$ cat config.mk
export PLATFORM = sky130hd
export DESIGN_NAME = rfsh_fetch
export DESIGN_NICKNAME = d
export VERILOG_FILES = /design/src/rtl/rfsh_fetch_pkg.sv /design/src/rtl/rr_arbiter.sv /design/src/rtl/rfsh_fetch.sv
export SDC_FILE = /design/constraint.sdc
export NUM_CORES = 1
export LEC_CHECK = 0
export ABC_AREA = 1
export CAP_MARGIN = 20
export CORE_AREA = 8 8 117 108
export CTS_CLUSTER_SIZE = 16
export DETAILED_ROUTE_END_ITERATION = 10
export DIE_AREA = 0 0 125 116
export DONT_BUFFER_PORTS = 1
export PLACE_DENSITY = 0.68
export RECOVER_POWER = 25
export SYNTH_ARGS = -nofsm -noshare
export SYNTH_HDL_FRONTEND = slang
export SYNTH_SLANG_ARGS = --single-unit
$ cat constraint.sdc
create_clock -name clk_sys -period 2.26 [get_ports clk_sys]
set_input_delay 0.452 -clock clk_sys [delete_from_list [all_inputs] [get_ports clk_sys]]
set_output_delay 0.452 -clock clk_sys [all_outputs]
set_load 0.01 [all_outputs]
$ cat src/rtl/rfsh_fetch_pkg.sv
// rfsh_fetch_pkg: shared constants and helpers for the refresh-cycle fetcher.
//   - FSM state encodings (IDLE, FETCH, HIT)
//   - legal LATENCY bounds
//   - chan_slice(): bit offset of a channel's address within the packed ch_addr bus
package rfsh_fetch_pkg;

    localparam logic [1:0] ST_IDLE  = 2'd0;
    localparam logic [1:0] ST_FETCH = 2'd1;
    localparam logic [1:0] ST_HIT   = 2'd2;

    localparam int unsigned LATENCY_MIN = 2;
    localparam int unsigned LATENCY_MAX = 15;

    function automatic int unsigned chan_slice(input int unsigned i, input int unsigned addr_w);
        return i * addr_w;
    endfunction

endpackage

$ cat src/rtl/rr_arbiter.sv
// rr_arbiter: combinational round-robin selector.
// Ports:
//   req        in   CHANNELS  request vector
//   last_grant in   GW        index granted most recently
//   grant      out  GW        first requesting index after last_grant (cyclic)
//   any        out  1         at least one request present
module rr_arbiter #(
    parameter int unsigned CHANNELS = 2,
    localparam int unsigned GW = (CHANNELS > 1) ? $clog2(CHANNELS) : 1
) (
    input  logic [CHANNELS-1:0] req,
    input  logic [GW-1:0]       last_grant,
    output logic [GW-1:0]       grant,
    output logic                any
);

    int idx;

    // Walk from the farthest candidate to the nearest so the nearest requester
    // after last_grant is the final assignment.
    always_comb begin
        grant = '0;
        any   = 1'b0;
        idx   = 0;
        for (int k = CHANNELS; k >= 1; k--) begin
            idx = (int'(last_grant) + k) % CHANNELS;
            if (req[idx]) begin
                grant = idx[GW-1:0];
                any   = 1'b1;
            end
        end
    end

endmodule

$ cat src/rtl/rfsh_fetch.sv
// rfsh_fetch: steals Z80 refresh cycles to read SDRAM bytes for slow peripherals.
// One fetch (or cache hit) is issued per refresh window, channels served round-robin.
// Ports:
//   clk_sys   in   1                system clock
//   nRESET    in   1                async active-low reset
//   nRFSH     in   1                CPU refresh strobe (low = refresh window)
//   ch_req    in   CHANNELS         per-channel request level
//   ch_addr   in   CHANNELS*ADDR_W  per-channel byte address
//   ch_flush  in   CHANNELS         per-channel cache invalidate pulse
//   ch_data   out  CHANNELS*8       per-channel last fetched byte
//   ch_valid  out  CHANNELS         per-channel data-updated pulse
//   ram_addr  out  ADDR_W           SDRAM address
//   ram_rd    out  1                SDRAM read strobe / bus ownership
//   ram_dout  in   8                SDRAM read data
//   aborted   out  1                fetch cancelled by nRFSH rising
module rfsh_fetch
    import rfsh_fetch_pkg::*;
#(
    parameter int unsigned CHANNELS = 2,
    parameter int unsigned ADDR_W   = 25,
    parameter int unsigned LATENCY  = 7,
    parameter int unsigned CACHE_EN = 1
) (
    input  logic                       clk_sys,
    input  logic                       nRESET,
    input  logic                       nRFSH,
    input  logic [CHANNELS-1:0]        ch_req,
    input  logic [CHANNELS*ADDR_W-1:0] ch_addr,
    input  logic [CHANNELS-1:0]        ch_flush,
    output logic [CHANNELS*8-1:0]      ch_data,
    output logic [CHANNELS-1:0]        ch_valid,
    output logic [ADDR_W-1:0]          ram_addr,
    output logic                       ram_rd,
    input  logic [7:0]                 ram_dout,
    output logic                       aborted
);

    localparam int unsigned GW = (CHANNELS > 1) ? $clog2(CHANNELS) : 1;
    localparam int unsigned CW = $clog2(LATENCY + 1);
    localparam logic [CW-1:0] LAT_CNT   = CW'(LATENCY);
    localparam logic [CW-1:0] CNT_ONE   = CW'(1);
    localparam logic [GW-1:0] LAST_INIT = GW'(CHANNELS - 1);

    if (LATENCY < LATENCY_MIN || LATENCY > LATENCY_MAX) begin : g_bad_latency
        $error("rfsh_fetch: LATENCY out of range");
    end

    logic [1:0]          state;
    logic                nrfsh_q;
    logic [CW-1:0]       cnt;
    logic [GW-1:0]       last_grant;
    logic [GW-1:0]       grant_q;
    logic [CHANNELS-1:0] cache_valid;
    logic [ADDR_W-1:0]   cache_addr [CHANNELS];

    logic [GW-1:0]       arb_grant;
    logic                arb_any;
    logic                refresh_edge;
    logic [ADDR_W-1:0]   sel_addr;
    logic                hit;

    rr_arbiter #(
        .CHANNELS (CHANNELS)
    ) u_arb (
        .req        (ch_req),
        .last_grant (last_grant),
        .grant      (arb_grant),
        .any        (arb_any)
    );

    always_comb begin
        refresh_edge = !nRFSH && nrfsh_q;
        sel_addr     = ch_addr[chan_slice(int'(arb_grant), ADDR_W) +: ADDR_W];
        hit          = (CACHE_EN != 0) && cache_valid[arb_grant]
                       && (sel_addr == cache_addr[arb_grant]);
    end

    always_ff @(posedge clk_sys or negedge nRESET) begin
        if (!nRESET) begin
            state       <= ST_IDLE;
            nrfsh_q     <= 1'b1;
            cnt         <= '0;
            last_grant  <= LAST_INIT;
            grant_q     <= '0;
            cache_valid <= '0;
            for (int i = 0; i < CHANNELS; i++) cache_addr[i] <= '0;
            ch_data     <= '0;
            ch_valid    <= '0;
            ram_addr    <= '0;
            ram_rd      <= 1'b0;
            aborted     <= 1'b0;
        end else begin
            nrfsh_q  <= nRFSH;
            ch_valid <= '0;
            aborted  <= 1'b0;
            case (state)
                ST_IDLE: begin
                    // Arbitration happens only on the edge cycle, so each window
                    // issues at most one fetch.
                    if (refresh_edge && arb_any) begin
                        grant_q <= arb_grant;
                        if (hit) begin
                            state <= ST_HIT;
                        end else begin
                            ram_addr <= sel_addr;
                            ram_rd   <= 1'b1;
                            cnt      <= LAT_CNT;
                            state    <= ST_FETCH;
                        end
                    end
                end
                ST_FETCH: begin
                    // Window closed early: release the bus; last_grant is kept so
                    // the same channel retries next window.
                    if (nRFSH) begin
                        ram_rd  <= 1'b0;
                        aborted <= 1'b1;
                        cnt     <= '0;
                        state   <= ST_IDLE;
                    end else if (cnt == CNT_ONE) begin
                        ch_data[int'(grant_q)*8 +: 8] <= ram_dout;
                        cache_addr[grant_q]           <= ram_addr;
                        cache_valid[grant_q]          <= 1'b1;
                        ch_valid[grant_q]             <= 1'b1;
                        last_grant                    <= grant_q;
                        ram_rd                        <= 1'b0;
                        cnt                           <= '0;
                        state                         <= ST_IDLE;
                    end else begin
                        cnt <= cnt - CNT_ONE;
                    end
                end
                ST_HIT: begin
                    ch_valid[grant_q] <= 1'b1;
                    last_grant        <= grant_q;
                    state             <= ST_IDLE;
                end
                default: state <= ST_IDLE;
            endcase
            // Placed last so a flush overrides a same-cycle fill.
            for (int i = 0; i < CHANNELS; i++) begin
                if (ch_flush[i]) cache_valid[i] <= 1'b0;
            end
        end
    end

endmodule
==> impl_metrics.yaml, run 1 <==
clock_network:
  cts_tree: "done"
  cts-buffers-inserted: 9
  cts_buffer_depth: 2
  cts_sinks: 105
  cts.htree.levels: 3
  worstSkewPairLatency_ns: 0.35
  cts-root-buf: "clkbuf_16"
  clk_pin_slew_ns: 0.07
synth:
  synth.most_common_cell: "nand2_1"
  synth_area_leaders: "dfrtp_1 45%, nand2_1 23%, inv_1 7.5%"
  syn_inst: 821
  synth-seq-cells: 105
  synth_edf_count: 0
  synth_nets: 891
  synth.distinct_cells: 24
  yosys.area.top_type: "dfrtp_1"
  synth_top_area_share_pct: 45.1
  synth_warnings: 0
  synth_ff_type: "dfrtp_1"
  synth.avg_cell_area_sq_um: 6.96
  async_flop_share_pct: 100
  syn-cell-area_sq_um: 5710
  synth_common_cells: "357 x nand2_1, 114 x inv_1, 103 x dfrtp_1, 83 x o21ai_0, 47 x o21ai_1"
  yosysSeqAreaShare_pct: 46.1
finish:
  finalNonFillerCells: 962
  drive_above_1_share_pct: 8.56
  fin_util_pct: 60.7
  multi_input_area_sq_um: 2500
  ff_latch_area_sq_um: 2630
  syn2layout_area_growth_pct: 13.0
  fill_cells: 962
  final_nets: 894
  antenna_cells: 0
global_route:
  grt_pass1_vias: 4864
  grt_usage_pct: 20.7
  grt_overflow: 0
  grt_pass1_wl_mm: 24.1
  grt_max_degree: 106
  antenna_found_initial: 0
drt:
  drc: 0
  wl_per_cell_microns: 14.9
  drtIter0Drc: 383
  vias: 4979
  wl_mm: 14.4
  antenna_left: 0
  drtPass1Iterations: 5
  vias_per_cell: 5.18
floorplanning:
  start_util_pct: 53.7
  dieArea_sq_um: 14500
  dieWidth_microns: 125
  placementRows: 36
  fp.dieH_microns: 116
  core_area_sq_um: 10600
  io_pins: 110
sta:
  worst_pin_slew_ns: 0.393
  layout_min_cycle_time_ns: 2.26
  rsz0062_at_grt: "yes"
  fmax_mhz: 442
  fin_crit_sh_pct: 100
  slew_viol_final: 0
  holdWs_ns: -0.205
  setup-violations-final: 1
  fin_ws_ns: -0.00174
  hold_viol_final: 105
  fin_worst_skew_ns: 0.00722
  relSlewSlack_pct: 73.7
pwr:
  peakVddDrop_mv: 0.643
  cellLeakagePower_nw: 3.49
  powerDensity_nw_per_um2: 1110
  finalPower_mw: 7.15
placement:
  post-dp-hpwl_mm: 9.74
  io_buffers: 0
  gp_congestion: 0.800
  dp.cells: 936
critical_path:
  worst_setup_path_end_kind: "register"
  cp.arrival_ns: 2.54
  path_max_fanout: 15
  cp-start-kind: "register"
  r2r_start: "last_grant"
  cp-startpoint: "last_grant"
  worstPathRequired_ns: 2.54
  crit_type: "register to register"
outcome:
  status: "complete, but fails checks"
  violations: "negative hold slack, negative setup slack"
flow_run:
  maxCapViolCount: 0
min_path:
  min_path_type: "input port to async pin"
## state kept, by name, indices dropped and copies added (netlist names)
signal	count
cache_addr	50
ram_addr	25
ch_data	16
cnt	3
cache_valid	2
ch_valid	2
state	2
aborted	1
grant_q	1
last_grant	1
nrfsh_q	1
ram_rd	1
## per-layer routing
metal / wire length, microns / global-route usage [%] / vias up
li1: - / - / 2518
met1: 6310 / 25.2 / 2293
met2: 6610 / 33.8 / 149
met3: 1230 / 7.68 / 19
met4: 229 / 5.83 / 0
met5: 0 / 0 / -
## cell usage in the layout, fill, tap and decap left out, drive strengths merged
master / n
nand2: 361
o21ai: 130
inv: 116
dfrtp: 103
buf: 32
nand3: 23
nor2: 21
clkbuf: 11
nand3b: 8
a21oi: 5
ha: 5
nor3: 3
clkinv: 3
o22ai: 2
dfstp: 2
nor3b: 1
nand4: 1
xnor2: 1
bufinv: 1
## final timing paths
kind,slack (ns),end,cells after the start
max reg2reg,-0.002,ram_addr[17],16
max,-0.002,ram_addr[17],16
max in group asynchronous,2.26,last_grant,0
min in group clk_sys,0.09,nrfsh_q,0
min reg2reg,0.49,cache_addr[25],2
min,-0.21,cnt[1],0
## through the flow
step | setup WS [ns] | area, sq um | setup TNS, ns
after floorplan | 0.291 | 5710 | 0
after global placement | -0.0895 | 5900 | -1.63
after detailed placement | -0.122 | 5900 | -2.96
after CTS | -0.0173 | 6400 | -0.107
after global routing | -0.179 | 6450 | -4.35
final | -0.00174 | 6450 | -0.00174
## area by class of cell
| cell class | instances | area share, % |
|---|---|---|
| clock inverter | 6 | 1.03 |
| multi-input combinational | 561 | 38.7 |
| clock buffer | 10 | 3.55 |
| tap | 133 | 2.58 |
| inverter | 114 | 6.63 |
| sequential | 105 | 40.7 |
| timing repair buffer | 33 | 6.80 |
## critical path, cell delays in order (launching register included)
cell and delay, ns:
dfstp_2 0.56, nand2_4 0.09, nand2_8 0.11, buf_12 0.16, buf_8 0.13, o21ai_1 0.07
nand2_1 0.07, nand2_1 0.05, nor2_1 0.12, nand2_1 0.11, nor2_4 0.13, nand3_2 0.09
nand2_4 0.11, buf_12 0.13, buf_16 0.14, nand2_1 0.05, o21ai_1 0.07
## kinds of logic (layout without fill, tap and decap cells)
| group | count (synthesis) | after routing | share of synthesized area (%) |
|---|---|---|---|
| fa+ha+maj | 5 | 5 | 1.10 |
| compound gates | 137 | 137 | 12.1 |
| simple gates | 418 | 418 | 29.0 |
| flops | 105 | 105 | 46.1 |
| buf+inv | 155 | 163 | 11.7 |
| xor+xnor | 1 | 1 | 0.153 |
## timing repair
action	in CTS	in global routing
cloned	3	1
hold endpoints to repair	105	105
buffers inserted	6	0
pin swaps	3	2
setup endpoints to repair	30	30
resized for setup	19	11
## report_power, final
group          internal [mW]  switching [mW]  total [mW]
combinational          0.949            1.33        2.27
sequential              2.55           0.748        3.30
clock                  0.866           0.708        1.57
No activity file was read; power rests on OpenSTA's default activity.
==> run 2, diff against run 1 <==
CELL_PAD_IN_SITES_DETAIL_PLACEMENT = 0   (was unset)
CELL_PAD_IN_SITES_GLOBAL_PLACEMENT = 1   (was unset)
CORE_AREA = 8 8 123 114   (was 8 8 117 108)
DIE_AREA = 0 0 131 122   (was 0 0 125 116)
PLACE_DENSITY = 0.83   (was 0.68)
clock period = 2.7 ns   (was 2.26 ns; I/O delays follow)
==> run 2 against run 1 <==
  * The run ends with negative hold slack left
  * Routed wire length down 1.3%
  * Combinational power is 26% lower
  * Utilization down 9.1 points
  * Flip-flop and latch count unchanged
  * Power is 20% lower
  * Final cell count grew 0.62%
  * Worst setup slack gained 0.25 ns
  * Critical endpoint unchanged
  * Highest routed layer unchanged
==> impl_metrics.yaml, run 2 (synthesis results as in run 1) <==
critical_path:
  max_stage_delay_ns: 0.54
  r2r_start: "last_grant"
  worst_setup_path_end_kind: "register"
  cp-startpoint: "last_grant"
  cpMaxStageDelayCell: "dfstp_2"
  cp.arrival_ns: 2.73
  worstPathRequired_ns: 2.98
  crit_type: "register to register"
  cp-start-kind: "register"
  crit_top_cell: "nand2_1"
  path_max_fanout: 22
  crit_chain: "nand2_2, nand2_4, inv_1, buf_4, nand2_1, nand2_1, nand2_1, nand2_1, nor2_2, nand2_1, nor2_1, nand3_1, nand2_4, buf_12, nand2_1, o21ai_1"
sta:
  relSlewSlack_pct: 66.9
  worst_pin_slew_ns: 0.492
  hold_viol_final: 103
  holdWs_ns: -0.129
  setup-violations-final: 0
  fin_crit_sh_pct: 90.7
  fmax_mhz: 408
  fin_worst_skew_ns: 0.00785
  rsz0062_at_grt: "no"
  layout_min_cycle_time_ns: 2.45
  slew_viol_final: 0
  finalSetupTns_ns: 0
finish:
  largest_reg_flops: 50
  layout_commonest_cell: "nand2_1"
  ff_latch_area_sq_um: 2630
  top_regs: "cache_addr: 50 flops, ram_addr: 25 flops, ch_data: 16 flops"
  fill_cells: 1166
  top_register: "cache_addr"
  syn2layout_area_growth_pct: 7.03
  drive_above_1_share_pct: 4.70
  layout_common_cells: "355 x nand2_1, 114 x inv_1, 103 x dfrtp_1, 83 x o21ai_0, 47 x o21ai_1"
  antenna_cells: 0
  final_nets: 873
  multi_input_area_sq_um: 2430
drt:
  wl_per_cell_microns: 14.7
  drc: 0
  drtIter0Drc: 314
  drtPass1Iterations: 4
  vias_per_cell: 5.01
  vias: 4852
  wl_mm: 14.2
  antenna_left: 0
clock_network:
  clk_pin_slew_ns: 0.08
  cts_tree: "done"
  cts_sinks: 105
  worstSkewPairLatency_ns: 0.36
  cts-root-buf: "clkbuf_16"
  cts-buffers-inserted: 9
  cts.htree.levels: 3
  cts_buffer_depth: 2
  post-cts-setup-buffer-count: 0
global_route:
  grt_pass1_vias: 4762
  grt_pass1_wl_mm: 23.3
  grt_usage_pct: 18.6
  grt_overflow: 0
  antenna_found_initial: 0
  grt_max_degree: 106
floorplanning:
  placementRows: 38
  start_util_pct: 48.2
  fp.dieH_microns: 122
  io_pins: 110
  dieWidth_microns: 131
  dieArea_sq_um: 16000
  core_area_sq_um: 11800
pwr:
  peakVddDrop_mv: 0.590
  finalPower_mw: 5.74
  cellLeakagePower_nw: 3.31
  powerDensity_nw_per_um2: 940
min_path:
  min_path_type: "input port to async pin"
outcome:
  violations: "negative hold slack"
  status: "complete, but fails checks"
placement:
  gp_congestion: 0.780
  io_buffers: 0
  post-dp-hpwl_mm: 10.1
flow_run:
  maxCapViolCount: 0
[run 2: cell count changes in the layout (fill, tap and decap cells not counted), sizes merged]
cell and change:
inv +2, clkinvlp +1, clkinv -1, buf -20, bufinv -1, clkbuf -2
[run 2: path summary, 6_finish.rpt]
check	slack (ns)	endpoint	depth (start not counted)
max	0.25	ram_addr[17]	16
min	-0.13	cache_addr[17]	0
max reg2reg	0.25	ram_addr[17]	16
min reg2reg	0.49	cache_addr[34]	2
max in group asynchronous	2.60	last_grant	0
min in group clk_sys	0.17	nrfsh_q	0
[run 2: final cells by class]
type	instances	share of cell area (%)
clock buffer	9	3.68
clock inverter	7	1.15
inverter	114	7.00
multi-input combinational	561	39.7
sequential	105	43.0
tap	160	3.28
timing repair buffer	12	2.15
[run 2: metal layers]
metal,track usage (%),share of wire [%],up-vias
met5,0,0,-
met4,4.87,1.4,0
met3,8.48,9.3,13
met2,30.4,47,129
met1,21.8,42,2236
li1,-,-,2474
[run 2: what timing repair did]
item,CTS,global route
endpoints found under the setup margin,0,6
resized for setup,0,2
endpoints found under the hold margin,103,103
[run 2: worst max-delay path: cells and delay by family, from the launching register on]
family,cells,cell delay (ns)
DFF,1,0.54
and+or+nand+nor,12,1.21
buffers and inverters,3,0.51
AOI/OAI and AO/OA,1,0.08
[run 2: where the power goes]
part | leakage, nW | switching, mW | internal [mW]
combinational | 1.79 | 1.05 | 0.643
clock | 0.142 | 0.653 | 0.652
sequential | 1.38 | 0.615 | 2.13
[run 2: stage by stage]
step / setup slack [ns] / util (%) / std cells / area (sq um)
2_1_floorplan: 0.685 / - / 821 / 5710
3_3_place_gp: 0.246 / 49.1 / 952 / 5810
3_5_place_dp: 0.188 / 49.1 / 952 / 5810
4_1_cts: 0.178 / 51.6 / 968 / 6110
5_1_grt: 0.0460 / 51.6 / 968 / 6110
6_report: 0.251 / 51.6 / 968 / 6110
==> run 3, diff against run 2 <==
ABC_AREA = 0   (was 1)
CORE_AREA = 8 8 112 103   (was 8 8 123 114)
DIE_AREA = 0 0 120 111   (was 0 0 131 122)
==> run 3 against run 2 <==
  * The run still ends with negative hold slack left
  * Via count decreased by 36%
  * Final cell count shrank 44%
  * Area after synthesis down 9.4%
  * Register-to-register slack is essentially flat
  * Count of clock-buffer cells in the layout unchanged
  * Sequential power is 3% lower
  * Clock skew increased by 0.00063 ns
==> impl_metrics.yaml, run 3 <==
sta:
  hold_viol_final: 103
  fmax_mhz: 407
  setup-violations-final: 0
  relSlewSlack_pct: 60.9
  fin_worst_skew_ns: 0.00848
  worst_pin_slew_ns: 0.586
  holdWs_ns: -0.148
  layout_min_cycle_time_ns: 2.46
  rsz0062_at_grt: "no"
  slew_viol_final: 0
  fin_crit_sh_pct: 90.9
  finalSetupTns_ns: 0
global_route:
  grt_max_degree: 106
  antenna_found_initial: 0
  grt_usage_pct: 18.0
  grt_overflow: 0
  grt_pass1_wl_mm: 19.0
  grt_pass1_vias: 3414
finish:
  final_nets: 477
  top_regs: "cache_addr: 50 flops, ram_addr: 25 flops, ch_data: 16 flops"
  antenna_cells: 0
  fill_cells: 811
  top_register: "cache_addr"
  layout_common_cells: "103 x dfrtp_1, 88 x mux2_2, 25 x inv_1, 25 x xnor2_1, 20 x mux2_4"
  syn2layout_area_growth_pct: 7.09
  drive_above_1_share_pct: 35.2
  layout_commonest_cell: "dfrtp_1"
  largest_reg_flops: 50
critical_path:
  worst_setup_path_end_kind: "register"
  worstPathRequired_ns: 2.96
  cp.arrival_ns: 2.71
  path_max_fanout: 14
  crit_type: "register to register"
  cp-start-kind: "register"
pwr:
  finalPower_mw: 4.81
  peakVddDrop_mv: 0.482
  powerDensity_nw_per_um2: 868
  cellLeakagePower_nw: 2.60
synth:
  yosys.area_share.simple_pct: 6.82
  yosys.area.top_type: "dfrtp_1"
  synth_nets: 470
  synth-seq-cells: 105
  synth_common_cells: "103 x dfrtp_1, 88 x mux2_2, 25 x inv_1, 25 x xnor2_1, 20 x mux2_4"
  synth_edf_count: 0
  yosysSeqAreaShare_pct: 50.9
  synth_compound_area_share_pct: 7.60
  async_flop_share_pct: 100
  syn_inst: 400
  synth_top_family_by_area: "multiplexers"
  synth.distinct_cells: 46
  syn-cell-area_sq_um: 5170
  synth_top_area_share_pct: 49.8
  synth_ff_type: "dfrtp_1"
  synth.avg_cell_area_sq_um: 12.9
  synth-xor-area-share_pct: 5.08
  synth_area_leaders: "dfrtp_1 50%, mux2_2 19%, mux2_4 5.8%"
  synthAdderAreaFrac_pct: 1.21
  synthMuxAreaShare_pct: 25.0
  synth.most_common_cell: "dfrtp_1"
  synth_warnings: 0
min_path:
  min_path_type: "input port to async pin"
clock_network:
  cts_sinks: 105
  cts.htree.levels: 3
  post_cts_resized: 0
  post-cts-setup-buffer-count: 0
  cts_buffer_depth: 2
  cts_tree: "done"
  cts-root-buf: "clkbuf_8"
  clk_pin_slew_ns: 0.11
  worstSkewPairLatency_ns: 0.37
  cts-buffers-inserted: 9
drt:
  antenna_left: 0
  vias_per_cell: 5.74
  wl_mm: 11.8
  drtPass1Iterations: 4
  wl_per_cell_microns: 22.0
  vias: 3089
  drc: 0
  drtIter0Drc: 190
floorplanning:
  dieArea_sq_um: 13300
  core_area_sq_um: 9570
  start_util_pct: 54.0
  placementRows: 34
  fp.dieH_microns: 111
  dieWidth_microns: 120
  io_pins: 110
placement:
  io_buffers: 0
  gp_congestion: 0.802
  post-dp-hpwl_mm: 8.75
outcome:
  status: "complete, but fails checks"
  violations: "negative hold slack"
flow_run:
  maxCapViolCount: 0
-- run 3: logic make-up after synthesis --
kind of cell / after synthesis
flops: 105
compound gates: 54
fa+ha+maj: 5
xor+xnor: 30
buf+inv: 39
mux: 108
simple gates: 59
-- run 3: metal layers --
layer  track usage (%)  share of wire [%]  up-vias
met2              28.6                 47       99
met4              4.16               0.74        0
met3              7.74                 10        9
met5                 0                  0        -
li1                  -                  -     1433
met1              22.1                 42     1548
-- run 3: report_power, final --
part	switching, mW	leakage (nW)	internal [mW]
clock network	0.581	0.0965	0.354
logic	0.471	1.16	0.718
registers	0.615	1.35	2.07
-- run 3: path summary, 6_finish.rpt --
kind,startpoint,to,slack [ns],cells after the start
setup / recovery,last_grant,ram_addr[16],0.24,7
hold / removal,nRESET,cache_addr[35],-0.15,0
setup reg to reg,last_grant,ram_addr[16],0.24,7
hold reg to reg,grant_q,ch_valid[0],0.49,1
max in group asynchronous,nRESET,last_grant,2.61,0
min in group clk_sys,nRFSH,nrfsh_q,0.16,0
-- run 3: cell type report --
cell class / instances / area (sq um) / area share [%]
clock buffers: 9 / 124 / 2.24
clock inverters: 7 / 60.1 / 1.08
inverters: 26 / 97.6 / 1.76
multi-input cells: 256 / 2360 / 42.7
flip-flops and latches: 105 / 2630 / 47.5
well taps: 126 / 158 / 2.85
repair buffers: 9 / 105 / 1.90
-- run 3: worst max-delay path: stages, from the launching register on --
cell and delay (ns):
dfstp_2 0.58, a21boi_4 0.09, or4_1 0.58, nor4_4 0.30, o22ai_2 0.15, nand3_4 0.14
buf_12 0.17, mux2_2 0.34
-- run 3: per-stage QoR --
step	cell area, sq um	cells	hold WS, ns	utilization, %	setup WS, ns
3_5_place_dp	5350	522	0.249	55.9	0.152
6_report	5540	538	-0.148	57.9	0.244
4_1_cts	5540	538	-0.167	57.9	0.235
5_1_grt	5540	538	-0.172	57.9	0.138
2_1_floorplan	5170	400	0.244	-	0.232
3_3_place_gp	5350	522	0.249	55.9	0.181
